## src/rtl/mod_bus_rx.sv

```systemverilog
// mod_bus_rx: dual-rail link receiver with per-cycle integrity check, HUNT/LOCK
// framing FSM and a small output FIFO on a valid/ready handshake.
module mod_bus_rx #(
    parameter int DEPTH     = 4,
    parameter int SYNC_IDLE = 2,
    parameter int ERR_LIMIT = 3,
    parameter int CNT_W     = 8,
    parameter int DATA_W    = 8,
    localparam int W        = DATA_W + 1,
    localparam int AW       = $clog2(DEPTH),
    localparam int LW       = AW + 1
) (
    input  logic             i_clk,
    input  logic             i_rst_n,
    input  logic [W-1:0]     i_Q,
    input  logic [W-1:0]     i_nQ,
    input  logic             i_ready,
    output logic [W-1:0]     o_data,
    output logic             o_valid,
    output logic             o_locked,
    output logic             o_err,
    output logic             o_ovf,
    output logic [CNT_W-1:0] o_err_cnt,
    output logic [CNT_W-1:0] o_ovf_cnt,
    output logic [LW-1:0]    o_level
);
    localparam int SW = $clog2(SYNC_IDLE + 1);
    localparam int EW = $clog2(ERR_LIMIT + 1);

    typedef enum logic {HUNT, LOCK} state_t;

    state_t        state, state_nx;
    logic [W-1:0]  cap_q, cap_nq;
    logic          cap_v;
    logic [SW-1:0] idle_cnt, idle_nx;
    logic [EW-1:0] bad_cnt, bad_nx;
    logic [W-1:0]  mem [DEPTH];
    logic [AW-1:0] rd_ptr, wr_ptr;
    logic          is_err, is_idle, is_word, push, pop, full, wr, drop;

    // cap_v keeps the reset value of the capture stage from being classified
    assign is_err   = cap_v && (cap_nq != ~cap_q);
    assign is_idle  = cap_v && !is_err && cap_q == '0;
    assign is_word  = cap_v && !is_err && cap_q != '0;
    assign push     = is_word && state == LOCK;
    assign pop      = o_valid && i_ready;
    assign full     = o_level == LW'(DEPTH);
    assign wr       = push && (!full || pop);
    assign drop     = push && full && !pop;
    assign o_valid  = o_level != '0;
    assign o_data   = o_valid ? mem[rd_ptr] : '0;
    assign o_locked = state == LOCK;

    always_comb begin
        state_nx = state;
        idle_nx  = idle_cnt;
        bad_nx   = bad_cnt;
        if (cap_v) begin
            if (state == HUNT) begin
                idle_nx = is_idle ? idle_cnt + 1'b1 : '0;
                if (is_idle && idle_cnt == SW'(SYNC_IDLE - 1)) begin
                    state_nx = LOCK;
                    idle_nx  = '0;
                end
            end else begin
                bad_nx = is_err ? bad_cnt + 1'b1 : '0;
                if (is_err && bad_cnt == EW'(ERR_LIMIT - 1)) begin
                    state_nx = HUNT;
                    bad_nx   = '0;
                end
            end
        end
    end

    always_ff @(posedge i_clk or negedge i_rst_n) begin
        if (!i_rst_n) begin
            state     <= HUNT;
            cap_q     <= '0;
            cap_nq    <= '0;
            cap_v     <= 1'b0;
            idle_cnt  <= '0;
            bad_cnt   <= '0;
            rd_ptr    <= '0;
            wr_ptr    <= '0;
            o_level   <= '0;
            o_err     <= 1'b0;
            o_ovf     <= 1'b0;
            o_err_cnt <= '0;
            o_ovf_cnt <= '0;
        end else begin
            state    <= state_nx;
            idle_cnt <= idle_nx;
            bad_cnt  <= bad_nx;
            cap_q    <= i_Q;
            cap_nq   <= i_nQ;
            cap_v    <= 1'b1;
            o_err    <= is_err;
            o_ovf    <= drop;
            if (is_err && !(&o_err_cnt))
                o_err_cnt <= o_err_cnt + 1'b1;
            if (drop && !(&o_ovf_cnt))
                o_ovf_cnt <= o_ovf_cnt + 1'b1;
            if (wr)
                wr_ptr <= wr_ptr + 1'b1;
            if (pop)
                rd_ptr <= rd_ptr + 1'b1;
            o_level <= o_level + LW'(wr) - LW'(pop);
        end
    end

    // Storage needs no reset: reset empties the FIFO through the pointers
    always_ff @(posedge i_clk) begin
        if (wr)
            mem[wr_ptr] <= cap_q;
    end
endmodule
```

## config.mk

```make
export PLATFORM = sky130hd
export DESIGN_NAME = mod_bus_rx
export DESIGN_NICKNAME = d
export VERILOG_FILES = /design/src/rtl/mod_bus_rx.sv
export SDC_FILE = /design/constraint.sdc
export NUM_CORES = 1
export LEC_CHECK = 0
export CAP_MARGIN = 30
export CORE_ASPECT_RATIO = 1.25
export CORE_MARGIN = 2
export CORE_UTILIZATION = 39
export CTS_CLUSTER_DIAMETER = 80
export DETAILED_ROUTE_END_ITERATION = 16
export GPL_TIMING_DRIVEN = 0
export PLACE_DENSITY = 0.69
export SYNTH_ARGS = -nofsm -noshare
export SYNTH_HDL_FRONTEND = slang
export SYNTH_SLANG_ARGS = --single-unit
```

## constraint.sdc

```tcl
create_clock -name i_clk -period 5.5 [get_ports i_clk]
set_input_delay 1.1 -clock i_clk [delete_from_list [all_inputs] [get_ports i_clk]]
set_output_delay 1.1 -clock i_clk [all_outputs]
set_load 0.005 [all_outputs]
```

# Word-level counts from Yosys, hierarchy flattened
# Memories as Yosys holds them, arrays and structs flattened.
# Cells that the tools add are included.
# classes
n_bitwise	2
addsub	8
reduce_logical	26
n_eq_ne	4
mux	10
# ops
operator	count
$add 8x1->8 const B	2
$reduce_and 8->1	2
$logic_and 1x1->1	13
$logic_not 9->1	1
$mux 9	1
$ne 9x9->1	1
$not 9->9	1
$reduce_bool 9->1	1
$add 2x1->2 const B	4
$mux 2	4
$logic_not 1->1	5
$mux 1	5
$reduce_and 2->1	2
$add 3x1->3	1
$eq 3x3->1 const B	1
$reduce_bool 3->1	1
$sub 3x1->3	1
$eq 2x1->1 const B	1
$eq 2x2->1 const B	1
$logic_or 1x1->1	1
$not 1->1	1
# totals
out_inout_bits	32
mem_count	1
mem_bits_rw	36
regBits	49
elab_cells	64
# mem_list
name	depth	word_bits	read_ports	rd_clocked_by_memory_dff	wr	line	source
mem	4	9	1	0	1	37	logic [W-1:0] mem [DEPTH];

# Longest topological paths before layout
# depth
word_depth	10
mapped_depth	11
depth_no_buf	11

# Worst setup path after synthesis
# Ideal clock, no wire load.
# synth_timing
kind	input -> register
from	input port i_ready
to	register o_level[2]
cell_stages	9
path_slack_ps	2573
arrival_ps	2803
path_cell_list	or4b_1 > nor4b_2 > inv_1 > ha_1 > inv_1 > ha_1 > fa_1 > xor2_1 > xnor2_1
# synth_between
elab_chain_cells	5
# synth_rtl
item	line	source
start, declared	17	input logic i_ready,
$logic_and 1x1->1 *	46	assign pop = o_valid && i_ready;
$logic_or 1x1->1	48	assign wr = push && (!full || pop);
$logic_and 1x1->1	48	
$add 3x1->3	107	o_level <= o_level + LW'(wr) - LW'(pop);
$sub 3x1->3 *	107	
end signal, assigned	107	
end, declared	25	output logic [LW-1:0] o_level
# Mark *: on every way between the ends. The rest lies on a longest branch, timed or not.
# A chain may end at the register's enable or synchronous reset.

# Worst setup path after layout
# layout_timing
from	register rd_ptr[0]
to	output port o_data[0]
# layout_between
elab_chain_cells	2
# layout_rtl
item	line	source
start, declared	38	logic [AW-1:0] rd_ptr, wr_ptr;
start signal, assigned	106	rd_ptr <= rd_ptr + 1'b1;
$mem_v2 4x9	n/a	
$mux 9	51	assign o_data = o_valid ? mem[rd_ptr] : '0;
end, declared	18	output logic [W-1:0] o_data,
# No other way between the ends.

==> results.ini <==
[outcome]
status = completed

[logic_synthesis]
synth-edff-count = 36
ys_ff_latch = 85
synth_area_leaders = dfrtp_1 35%, edfxtp_1 31%, mux4_2 5.8%, xnor2_1 4.0%, ha_1 3.6%
synth_warnings = 0
synth_area_um2 = 3490
ys_seq_area_share_pct = 66.1
yosys.cell_types.count = 37
ys.flop_type = dfrtp_1
syn_nets = 266
syn_avg_cell_area_um2 = 14.9
yosysTopAreaCell = dfrtp_1
ys_async_sr_fraction_pct = 57.6
syn_inst = 234
yosysTopAreaCellShare_pct = 35.1

[timing]
min_period_ns = 3.65
worst_pin_slew_ns = 0.812
final-max-slew-violation-count = 0
skew_ns = 0.0126
relSlewSlack_pct = 45.8
tns_ns = 0
worst_slack_ns = 1.85
period_share_pct = 66.4
rsz0062_at_grt = no
hold_viol = 0
max_freq_mhz = 274
finalSetupViolations = 0

[layout]
nFillCells = 749
seqCellArea_um2 = 2310
multi_input_area_um2 = 1130
area.growth.synth_to_final_pct = 25.3
finalNetCount = 330
design_area_um2 = 4370
layout-drive-gt1-share_pct = 12.5
n_antenna_cell = 0
stdcell_count = 423

[floorplan]
initial_utilization_pct = 40.1
core_um2 = 8700
die_area_um2 = 9730
rows = 38
dieWidth_um = 88.6
io_pins = 53
fp.dieH_um = 110

[detailed_routing]
drc = 0
vias = 2054
drtIter0Drc = 100
routed_wirelength_um = 6050
drtPass1Iterations = 4
wl_per_cell_um = 14.3
routed_via_density = 4.86
ant_nets = 0

[clock_tree]
cts-root-buf = clkbuf_8
postCtsSetupRepairBufs = 0
clk_pin_slew_ns = 0.08
cts_buffers = 9
hold_buffers = 0
cts-resized-gates = 0
clock_latency_ns = 0.35
cts_buffer_depth = 2
clock-sinks = 85
htree_levels = 3
cts_tree = yes

[setup_path]
reg2reg_to = o_level[2]$_DFF_PN0_
required_ns = 4.40
rrSetupSlack_ns = 2.45
setup.worst_path.start = rd_ptr[0]$_DFFE_PN0N_
crit_type = flop to output pin
r2r-start = cap_q[6]$_DFF_PN0_
crit_fanout = 10
crit_arrival_ns = 2.55
cp-start-kind = flop
ff2ff_path_depth = 11
end_kind = output pin

[global_routing]
grt_max_degree = 37
grt_pass1_vias = 2158
grt_pass1_wl_um = 10400
antenna_found_initial = 0
grt_use_total_pct = 14.3
grt_overflow_total = 0

[hold_path]
holdPathEnd = bad_cnt[0]$_DFFE_PN0P_
hold_start = bad_cnt[0]$_DFFE_PN0P_
hold_path_class = flop to flop
whs_path_depth = 2

[power]
p_leak_uw = 0.00168
peakVddDrop_mv = 0.222
power_density_nw_per_um2 = 376

[place]
post-place-cells = 407
numPortBuffers = 52
postPlaceCellArea_um2 = 4180
hpwl_um = 4350
place.gp.congestion = 0.700
pre_cts_slack_ns = 1.84

[flow_run]
cap_violations = 0

==> cell families after synthesis <==
group	share of synthesized area (%)
compound gates	1.65
xor+xnor	6.74
fa+ha+maj	4.16
buf+inv	1.65
flops	66.1
mux	7.09
other cells	0.107
simple gates	12.5
==> layer usage <==
layer / track usage (%) / part of all wire (%)
met5: 0 / 0
met4: 6.71 / 1.7
met1: 17.8 / 42
met2: 23.4 / 51
met3: 3.45 / 5.5
==> cells in the mapped netlist (2+ instances only) <==
| master | number |
|---|---|
| nand3_1 | 9 |
| mux2_2 | 4 |
| dfrtp_1 | 49 |
| o31ai_1 | 2 |
| and2_1 | 15 |
| edfxtp_1 | 36 |
| mux4_2 | 9 |
| clkbuf_1 | 4 |
| nand2_1 | 12 |
| ha_1 | 10 |
| nand4_1 | 2 |
| a31oi_1 | 3 |
| xnor2_1 | 16 |
| inv_1 | 9 |
| nor2_1 | 6 |
| nand2b_1 | 4 |
| nor3_1 | 4 |
| and3_1 | 4 |
| or3_1 | 4 |
| o21ai_0 | 3 |
| nor4_1 | 4 |
| nor4b_1 | 2 |
| xor2_1 | 9 |
==> layout by cell type (no fill, tap or decap), types with 2 or more instances in the layout <==
cell	count
clkinv_2	2
nor4_1	4
edfxtp_1	36
o31ai_1	2
nor4b_1	2
inv_6	2
nand3_1	9
ha_1	10
o21ai_0	3
clkinvlp_4	2
mux2_2	4
dfrtp_1	49
nand4_1	2
clkbuf_8	9
mux4_2	9
xor2_1	9
buf_2	2
or3_1	4
nor3_1	4
a31oi_1	3
nor2_1	6
and2_1	15
and3_1	4
inv_1	9
clkdlybuf4s50_1	51
nand2b_1	4
clkbuf_1	4
nand2_1	12
xnor2_1	16
==> flip-flops by register name, indices dropped and copies added, names as in the netlist <==
name and cells:
bad_cnt 2, o_err_cnt 8, o_locked 1, cap_v 1, mem 36, wr_ptr 2, cap_q 9, rd_ptr 2
idle_cnt 2, cap_nq 9, o_level 3, o_ovf_cnt 8, o_ovf 1, o_err 1
==> critical path, cell delays in order, from the launching register on <==
cell,delay (ns)
dfrtp_1,0.37
buf_1,0.63
mux4_2,0.60
and2_1,0.17
clkdlybuf4s50_1,0.43
==> metrics by stage <==
step	power [uW]	util, %	hold slack (ns)
2_1_floorplan	1000	-	0.449
3_3_place_gp	1230	47.8	0.460
3_5_place_dp	1240	48.0	0.477
4_1_cts	1670	50.3	0.498
5_1_grt	1740	50.3	0.524
6_report	1640	50.3	0.491
==> power by group <==
part           switching, uW  internal (uW)
Sequential              53.0            714
Combinational            160            287
Clock                    219            211
==> cell type report <==
cell class,instances,share of cell area [%]
buffer,6,0.543
clock buffer,9,2.83
clock inverter,7,1.66
inverter,9,0.772
multi-input combinational,134,25.8
sequential,85,52.7
tap,120,3.43
timing repair buffer,53,12.2
==> worst max-delay path by stage <==
stage                                 endpoint
after global placement    o_level[2]$_DFF_PN0_
after global routing                 o_data[0]
after detailed placement  o_level[2]$_DFF_PN0_
final                                o_data[0]
after floorplan           o_level[2]$_DFF_PN0_
after CTS                            o_data[0]
No activity file was read; power rests on OpenSTA's default activity.
